### src/rtl/ascon_p_slice_ctrl_if.sv
// rtl/ascon_p_slice_ctrl_if.sv - stream and core-side bundle for the Ascon slice controller
//
// Purpose: groups the upstream state port, the downstream result port, the
//          watchdog flag and the slice-serial core port into one bundle.
// Modports:
//   master : the controller (drives in_ready, out_*, err, core_en, core_en_inc,
//            core_slice_idx, core_slice_in)
//   slave  : the environment (drives in_valid, in_state, out_ready,
//            core_slice_out, core_r, core_done)
// Signals:
//   in_valid/in_ready/in_state      upstream 320-bit state, x0 in the top BW bits
//   out_valid/out_ready/out_state   permuted state, same packing
//   err                             watchdog abort flag
//   core_en/core_en_inc             core slice write / round advance enables
//   core_slice_idx/core_slice_in    core slice select and write data
//   core_slice_out                  core read data, one cycle after idx
//   core_r/core_done                core round counter and finished flag

interface ascon_p_slice_ctrl_if #(
   parameter int BW = 64
);
   logic              in_valid;
   logic              in_ready;
   logic [5*BW-1:0]   in_state;
   logic              out_valid;
   logic              out_ready;
   logic [5*BW-1:0]   out_state;
   logic              err;
   logic              core_en;
   logic              core_en_inc;
   logic [2:0]        core_slice_idx;
   logic [BW-1:0]     core_slice_in;
   logic [BW-1:0]     core_slice_out;
   logic [3:0]        core_r;
   logic              core_done;

   modport master (
      input  in_valid, in_state, out_ready, core_slice_out, core_r, core_done,
      output in_ready, out_valid, out_state, err,
             core_en, core_en_inc, core_slice_idx, core_slice_in
   );

   modport slave (
      output in_valid, in_state, out_ready, core_slice_out, core_r, core_done,
      input  in_ready, out_valid, out_state, err,
             core_en, core_en_inc, core_slice_idx, core_slice_in
   );
endinterface

### src/rtl/ascon_p_slice_ctrl.sv
// rtl/ascon_p_slice_ctrl.sv - controller that feeds, runs and drains a slice-serial Ascon-p core
//
// Purpose: accepts a 320-bit state, writes it into the core as 5 x BW slices,
//          lets the core run its 12 rounds, reads the 5 result slices back
//          and offers the permuted state downstream.
// Ports:
//   clk  : single clock, posedge
//   rst  : asynchronous active-high reset
//   bus  : ascon_p_slice_ctrl_if.master (state in/out ports, err, core port)
// Optional feature: define ASCON_CTRL_TIMEOUT_EN to add a RUN-phase watchdog
//          of TMO_CYC cycles; on expiry err=1 and a zero state is offered.
//          Without it err is tied 0 and RUN waits for core_done indefinitely.

module ascon_p_slice_ctrl #(
   parameter int BW      = 64,
   parameter int NSLICE  = 5,
   parameter int TMO_CYC = 32
) (
   input logic                 clk,
   input logic                 rst,
   ascon_p_slice_ctrl_if.master bus
);
   localparam int         SW       = NSLICE * BW;
   localparam logic [2:0] LAST_IDX = 3'(NSLICE - 1);
   localparam logic [2:0] READ_END = 3'(NSLICE);

   typedef enum logic [2:0] {
      S_IDLE,
      S_LOAD,
      S_RUN,
      S_READ,
      S_OUT
   } state_t;

   state_t          state_q, state_d;
   logic [2:0]      cnt_q, cnt_d;
   logic            first_q, first_d;
   logic [SW-1:0]   shadow_q, shadow_d;
   logic [SW-1:0]   out_state_q, out_state_d;
   logic            out_valid_q, out_valid_d;
   logic            en_q, en_d;
   logic            inc_q, inc_d;
   logic [2:0]      idx_q, idx_d;
   logic [BW-1:0]   sin_q, sin_d;

`ifdef ASCON_CTRL_TIMEOUT_EN
   localparam int TW = $clog2(TMO_CYC + 1);
   logic [TW-1:0]   run_cnt_q, run_cnt_d;
   logic            err_q, err_d;
`endif

   always_comb begin
      state_d     = state_q;
      cnt_d       = cnt_q;
      first_d     = first_q;
      shadow_d    = shadow_q;
      out_state_d = out_state_q;
      out_valid_d = out_valid_q;
      // Core-side strobes default low each cycle so they are only high where set.
      en_d        = 1'b0;
      inc_d       = 1'b0;
      idx_d       = 3'd0;
      sin_d       = '0;
`ifdef ASCON_CTRL_TIMEOUT_EN
      run_cnt_d   = run_cnt_q;
      err_d       = err_q;
`endif

      case (state_q)
         S_IDLE: begin
            if (bus.in_valid) begin
               // Slice 0 goes out on the accept edge; the shadow keeps the rest,
               // shifted so the next slice is always in the top BW bits.
               state_d  = S_LOAD;
               cnt_d    = 3'd0;
               en_d     = 1'b1;
               idx_d    = 3'd0;
               sin_d    = bus.in_state[SW-1 -: BW];
               shadow_d = bus.in_state << BW;
            end
         end

         S_LOAD: begin
            if (cnt_q == LAST_IDX) begin
               state_d   = S_RUN;
               inc_d     = 1'b1;
               first_d   = 1'b1;
`ifdef ASCON_CTRL_TIMEOUT_EN
               run_cnt_d = '0;
`endif
            end else begin
               cnt_d    = cnt_q + 3'd1;
               en_d     = 1'b1;
               idx_d    = cnt_q + 3'd1;
               sin_d    = shadow_q[SW-1 -: BW];
               shadow_d = shadow_q << BW;
            end
         end

         S_RUN: begin
            // core_done may still be high from the previous run during the
            // first RUN cycle, so it is only trusted from the second cycle on.
            first_d = 1'b0;
`ifdef ASCON_CTRL_TIMEOUT_EN
            run_cnt_d = run_cnt_q + 1'b1;
`endif
            if (!first_q && bus.core_done) begin
               state_d = S_READ;
               cnt_d   = 3'd0;
               idx_d   = 3'd0;
            end
`ifdef ASCON_CTRL_TIMEOUT_EN
            else if (run_cnt_q == TW'(TMO_CYC - 1)) begin
               state_d     = S_OUT;
               err_d       = 1'b1;
               out_valid_d = 1'b1;
               out_state_d = '0;
            end
`endif
            else begin
               inc_d = 1'b1;
            end
         end

         S_READ: begin
            // Index c is presented in cycle c; its data arrives in cycle c+1
            // and is shifted in from the bottom, so x0 ends up on top.
            cnt_d = cnt_q + 3'd1;
            if (cnt_q < LAST_IDX) begin
               idx_d = cnt_q + 3'd1;
            end
            if (cnt_q != 3'd0) begin
               out_state_d = {out_state_q[SW-BW-1:0], bus.core_slice_out};
            end
            if (cnt_q == READ_END) begin
               state_d     = S_OUT;
               cnt_d       = 3'd0;
               out_valid_d = 1'b1;
            end
         end

         S_OUT: begin
            if (bus.out_ready) begin
               state_d     = S_IDLE;
               out_valid_d = 1'b0;
`ifdef ASCON_CTRL_TIMEOUT_EN
               err_d       = 1'b0;
`endif
            end
         end

         default: begin
            state_d = S_IDLE;
         end
      endcase
   end

   always_ff @(posedge clk or posedge rst) begin
      if (rst) begin
         state_q     <= S_IDLE;
         cnt_q       <= 3'd0;
         first_q     <= 1'b0;
         shadow_q    <= '0;
         out_state_q <= '0;
         out_valid_q <= 1'b0;
         en_q        <= 1'b0;
         inc_q       <= 1'b0;
         idx_q       <= 3'd0;
         sin_q       <= '0;
`ifdef ASCON_CTRL_TIMEOUT_EN
         run_cnt_q   <= '0;
         err_q       <= 1'b0;
`endif
      end else begin
         state_q     <= state_d;
         cnt_q       <= cnt_d;
         first_q     <= first_d;
         shadow_q    <= shadow_d;
         out_state_q <= out_state_d;
         out_valid_q <= out_valid_d;
         en_q        <= en_d;
         inc_q       <= inc_d;
         idx_q       <= idx_d;
         sin_q       <= sin_d;
`ifdef ASCON_CTRL_TIMEOUT_EN
         run_cnt_q   <= run_cnt_d;
         err_q       <= err_d;
`endif
      end
   end

   assign bus.in_ready       = (state_q == S_IDLE);
   assign bus.out_valid      = out_valid_q;
   assign bus.out_state      = out_state_q;
   assign bus.core_en        = en_q;
   assign bus.core_en_inc    = inc_q;
   assign bus.core_slice_idx = idx_q;
   assign bus.core_slice_in  = sin_q;
`ifdef ASCON_CTRL_TIMEOUT_EN
   assign bus.err            = err_q;
`else
   assign bus.err            = 1'b0;
`endif

endmodule

### src/flat_wrapper.sv
// flat-port wrapper written by rule: the top's interface ports become plain ports
module ascon_p_slice_ctrl_flat 
#(
   parameter int BW      = 64,
   parameter int NSLICE  = 5,
   parameter int TMO_CYC = 32
)
  (clk, rst, bus_in_valid, bus_in_state, bus_out_ready, bus_core_slice_out, bus_core_r, bus_core_done, bus_in_ready, bus_out_valid, bus_out_state, bus_err, bus_core_en, bus_core_en_inc, bus_core_slice_idx, bus_core_slice_in);
  ascon_p_slice_ctrl_if #(.BW(BW)) bus_i ();
  input logic clk;
  input logic rst;
  input wire logic [$bits(bus_i.in_valid)-1:0] bus_in_valid;
  input wire logic [$bits(bus_i.in_state)-1:0] bus_in_state;
  input wire logic [$bits(bus_i.out_ready)-1:0] bus_out_ready;
  input wire logic [$bits(bus_i.core_slice_out)-1:0] bus_core_slice_out;
  input wire logic [$bits(bus_i.core_r)-1:0] bus_core_r;
  input wire logic [$bits(bus_i.core_done)-1:0] bus_core_done;
  output wire logic [$bits(bus_i.in_ready)-1:0] bus_in_ready;
  output wire logic [$bits(bus_i.out_valid)-1:0] bus_out_valid;
  output wire logic [$bits(bus_i.out_state)-1:0] bus_out_state;
  output wire logic [$bits(bus_i.err)-1:0] bus_err;
  output wire logic [$bits(bus_i.core_en)-1:0] bus_core_en;
  output wire logic [$bits(bus_i.core_en_inc)-1:0] bus_core_en_inc;
  output wire logic [$bits(bus_i.core_slice_idx)-1:0] bus_core_slice_idx;
  output wire logic [$bits(bus_i.core_slice_in)-1:0] bus_core_slice_in;
  assign bus_i.in_valid = bus_in_valid;
  assign bus_i.in_state = bus_in_state;
  assign bus_i.out_ready = bus_out_ready;
  assign bus_i.core_slice_out = bus_core_slice_out;
  assign bus_i.core_r = bus_core_r;
  assign bus_i.core_done = bus_core_done;
  assign bus_in_ready = bus_i.in_ready;
  assign bus_out_valid = bus_i.out_valid;
  assign bus_out_state = bus_i.out_state;
  assign bus_err = bus_i.err;
  assign bus_core_en = bus_i.core_en;
  assign bus_core_en_inc = bus_i.core_en_inc;
  assign bus_core_slice_idx = bus_i.core_slice_idx;
  assign bus_core_slice_in = bus_i.core_slice_in;
  ascon_p_slice_ctrl #(.BW(BW), .NSLICE(NSLICE), .TMO_CYC(TMO_CYC)) u_core (.clk(clk), .rst(rst), .bus(bus_i));
endmodule
### config.mk
export PLATFORM = sky130hd
export DESIGN_NAME = ascon_p_slice_ctrl_flat
export DESIGN_NICKNAME = d
export VERILOG_FILES = /design/src/rtl/ascon_p_slice_ctrl_if.sv /design/src/rtl/ascon_p_slice_ctrl.sv /design/src/flat_wrapper.sv
export SDC_FILE = /design/constraint.sdc
export NUM_CORES = 1
export LEC_CHECK = 0
export ABC_AREA = 0
export BUFFER_PORTS_ARGS = -buffer_cell sky130_fd_sc_hd__buf_2
export CORE_AREA = 2 2 305 307
export CTS_CLUSTER_DIAMETER = 120
export DETAILED_ROUTE_END_ITERATION = 10
export DIE_AREA = 0 0 307 309
export GPL_TIMING_DRIVEN = 0
export SLEW_MARGIN = 20
export SYNTH_ARGS = -nofsm -noshare
export SYNTH_HDL_FRONTEND = slang
export SYNTH_SLANG_ARGS = --single-unit
### constraint.sdc
create_clock -name clk -period 35.5 [get_ports clk]
set_clock_uncertainty 0.2 [all_clocks]
set_input_delay 3.55 -clock clk [delete_from_list [all_inputs] [get_ports clk]]
set_output_delay 3.55 -clock clk [all_outputs]
set_load 0.005 [all_outputs]
# After elaboration in Yosys (flattened, before gate mapping)
# Index checks and enable logic that the tools add are counted.
totals:
  reg_bits: 717
  word_cells: 69
classes:
  add_sub_neg: 1
  n_lt_le_gt_ge: 1
  n_eq_ne: 12
  mux: 31
  reduce_logical: 14
ops:
  columns: ["op", "count"]
  rows:
  - ["2-to-1 mux 320 bit", 2]
  - ["case mux 320 bit (2 select lines)", 1]
  - ["2-to-1 mux 64 bit", 2]
  - ["case mux 64 bit (2 select lines)", 1]
  - ["2-to-1 mux 3 bit", 11]
  - ["case mux 3 bit (5 select lines)", 1]
  - ["case mux 3 bit (4 select lines)", 1]
  - ["== test 3 bit (second input constant)", 3]
  - ["case mux 1 bit (2 select lines)", 4]
  - ["2-to-1 mux 1 bit", 7]
  - ["== test 3 x 2 -> 1 bit (second input constant)", 2]
  - ["!= test 2 x 1 -> 1 bit (second input constant)", 3]
  - ["!= test 2 bit (second input constant)", 3]
  - ["case mux 3 bit (2 select lines)", 1]
  - ["AND reduction 3 bit", 2]
  - ["nonzero test 2 bit", 3]
  - ["AND reduction 5 bit", 1]
  - ["AND reduction 2 bit", 2]
  - ["AND reduction 4 bit", 1]
  - ["nonzero test 4 bit", 1]
  - ["adder 3 x 1 -> 3 bit (second input constant)", 1]
  - ["== test 3 x 1 -> 1 bit (second input constant)", 1]
  - ["logical NOT 3 bit", 1]
  - ["< comparator 3 bit (second input constant)", 1]
  - ["other kinds (3)", 3]

# Longest topological paths before layout
logic_depth:
  word_depth: 4
  depth_mapped: 8
  mapped_depth_nobuf: 5

# Least setup slack after synthesis
# OpenSTA, ideal clock, no wires.
synth_timing:
  path_kind: "in2reg"
  from: "input bus_in_valid"
  to: "register u_core.shadow_q[197]"
  setup_time_ns: 0.125
  arrival_ns: 4.697
  required_time_ns: 35.175
  setup_slack_ns: 30.478
  stages: 5
  path_buffers: 2
  cell_sequence: "nor2_1 a2111oi_4 buf_2 buf_4 mux2_2"
synth_via:
  elab_chain_len: 2
synth_lines:
  columns: ["element", "line", "text"]
  rows:
  - ["from (decl)", "flat_wrapper.sv:12", "input wire logic [$bits(bus_i.in_valid)-1:0] bus_in_valid;"]
  - ["!= test 2 bit (no source line)", null, null]
  - ["AND reduction 3 bit (no source line)", null, null]
  - ["to (signal assigned)", "ascon_p_slice_ctrl.sv:178", "shadow_q <= shadow_d;"]
  - ["to (decl)", "ascon_p_slice_ctrl.sv:38", "logic [SW-1:0] shadow_q, shadow_d;"]
# Every way passes these cells.
# A chain may end at the register's enable or synchronous reset.

# Final worst setup path
layout_timing:
  from: "register u_core.state_q[1]"
  to: "output bus_in_ready"
layout_via:
  elab_chain_len: 1
layout_lines:
  columns: ["element", "line", "text"]
  rows:
  - ["from (decl)", "ascon_p_slice_ctrl.sv:35", "state_t state_q, state_d;"]
  - ["from (signal assigned)", "ascon_p_slice_ctrl.sv:175", "state_q <= state_d;"]
  - ["logical NOT 3 bit", "ascon_p_slice_ctrl.sv:192", "assign bus.in_ready = (state_q == S_IDLE);"]
  - ["to (decl)", "flat_wrapper.sv:18", "output wire logic [$bits(bus_i.in_ready)-1:0] bus_in_ready;"]
# Every way passes these cells.

==> metrics.yaml <==
yosysWarningCount: 0
drc: 0
grt_overflow_total: 0
core-area_mm2: 0.0914
grt_antenna_before_repair: 40
irDropWorstVdd_uv: 43.2
setup_ws_ps: 29910
die_h_um: 309
syn_inst: 1785
r2r_setup_slack_ps: 32200
start_util: 0.291
hpwl_um: 72300
critPathMaxFanout: 10
rows: 111
yosysSeqAreaShare: 0.614
cts_resized: 0
synth_top_flop_cell: "dfrtp_1"
via_per_inst: 4.64
setup_viol_count_final: 0
final-seq-area_mm2: 0.0163
ios: 785
period_needed_ps: 5590
syn_to_final_growth_pct: 31.0
drt-pass1-iter-count: 5
synth.distinct_cells: 36
cts_max_level: 3
cts_hold_buf: 0
synth-seq-cells: 653
grt_pass1_vias: 19000
path_class: "register to output port"
synth-async-reset-ratio: 1.00
multiInputGateArea_mm2: 0.00964
max_freq_mhz: 179
drv_cap: 0
die-area_mm2: 0.0949
cp.required_ps: 31750
detail-route-antenna-nets: 0
drive_gt1_frac: 0.628
ctsRootBufferMaster: "clkbuf_16"
worst_pin_slew_ps: 1060
grt_max_degree: 103
syn_area_mm2: 0.0266
slew_headroom: 0.295
tns_ps: 0
vias: 18200
syn_nets: 2182
synth_edf_count: 0
syn_area_per_cell_um2: 14.9
drt_wl_total_um: 92600
p_per_area_mw_per_mm2: 105
p_leak_nw: 16.6
start_kind: "register"
nets: 3049
fin_crit_sh: 0.157
cp.arrival_ps: 1840
place_ws_ps: 29420
cts_made_buffers: 79
final_hold_viol_count: 0
cts_setup_buffers: 0
port_buffers: 779
gp_congestion: 0.855
die_w_um: 307
dr.first_iter.drc_count: 980
cts_tree: "built"
grt_pass1_wl_um: 133000
wire_per_inst_um: 23.7
hp-class: "register to register"
drv_slew: 0
cts_buffer_depth: 3
clk_latency_ps: 630
clk_pin_slew_ps: 60
fillerInstances: 8970
cts_sinks: 653
rsz0062_at_grt: "false"
crit_path_end_kind: "output port"
grtUsageTotal: 0.191
status: "completed"
[layout make-up]
type,count,area share
clock inverter,23,0.00740
timing repair buffer,786,0.117
multi-input combinational,1008,0.277
antenna,13,0.000934
buffer,118,0.0174
clock buffer,118,0.0679
sequential,653,0.469
tap,1186,0.0426
inverter,6,0.000862
[placed cells by master, fill, tap and decap left out, drive strengths merged, types with 3 or more instances in the layout]
cell	instances
buf	883
clkinv	11
o21ai	68
a21oi	4
clkbuf	139
clkinvlp	3
a22o	64
ha	4
diode	13
mux2	704
nor2b	3
inv	13
nor2	3
nand2	130
dfrtp	653
[metal layers]
layer / track usage / share of wire
met5: 0 / 0.0030
met3: 0.0576 / 0.072
met1: 0.236 / 0.41
met4: 0.0769 / 0.032
met2: 0.313 / 0.48
[power breakdown]
group | switching, mW | leakage, nW | internal (mW)
combinational | 0.693 | 7.33 | 0.792
clock | 0.334 | 1.29 | 0.479
sequential | 0.258 | 8.00 | 1.12
total | 1.29 | 16.6 | 2.39
[registers in the layout, summed over array words and instances (netlist names)]
name	count
u_core.bus.core_en	1
u_core.bus.core_en_inc	1
u_core.bus.core_slice_idx	3
u_core.bus.core_slice_in	64
u_core.bus.out_state	320
u_core.bus.out_valid	1
u_core.cnt_q	3
u_core.first_q	1
u_core.shadow_q	256
u_core.state_q	3
[through the flow]
step	cell area, um2	cells	power [mW]	hold WS (ps)	utilization
after floorplan	26600	1785	2.23	252	-
after global placement	32000	3750	2.86	267	0.350
after detailed placement	32200	3757	2.89	271	0.352
after CTS	34800	3898	3.72	285	0.381
after global routing	34800	3909	3.89	300	0.381
final	34800	3911	3.68	280	0.381
[path summary, 6_finish.rpt]
kind / endpoint / cells past startpoint / from
worst min register to register: u_core.bus.core_slice_in[2] / 1 / u_core.shadow_q[258]
worst min-delay path: u_core.bus.core_slice_in[2] / 1 / u_core.shadow_q[258]
worst max-delay path: bus_in_ready / 4 / u_core.state_q[1]
max in group asynchronous: u_core.bus.out_state[142] / 6 / rst
min in group asynchronous: u_core.bus.core_slice_in[57] / 2 / rst
worst max register to register: u_core.bus.core_slice_in[52] / 6 / u_core.state_q[1]
[worst max-delay path: stages, from the launching register on]
cell	delay (ps)
dfrtp_1	360
buf_2	190
clkbuf_1	230
nor3_1	250
buf_2	170
[kinds of logic after synthesis]
group	Yosys count	share of synthesized area
multiplexers	706	0.299
flip-flops	653	0.614
AND/OR/NAND/NOR	153	0.0239
AO/OA/AOI/OAI	144	0.0376
buffers and inverters	124	0.0237
adder cells (fa/ha/maj)	4	0.00188
other	1	0.000141
[Yosys cell counts, types with 2 or more instances]
master    count  area [um2]
o21ai_0      68         340
dfrtp_1     653       16300
nor2_1        3        11.3
inv_1         6        22.5
o31ai_1       2        15.0
nand3_1       2        10.0
buf_2        74         370
nand2_1     130         488
clkbuf_1     20        75.1
ha_1          4        50.1
a21oi_1       4        20.0
and3_1        2        12.5
buf_1         4        15.0
mux2_2      696        7840
buf_4        19         143
mux2_1        8        90.1
nand3b_1      2        15.0
mux2i_1       2        20.0
nor2b_1       3        18.8
and2_1        2        12.5
a22o_1       64         561
nand2b_1      2        12.5
o22ai_1       2        12.5
Power figures use the tool's default switching activity.
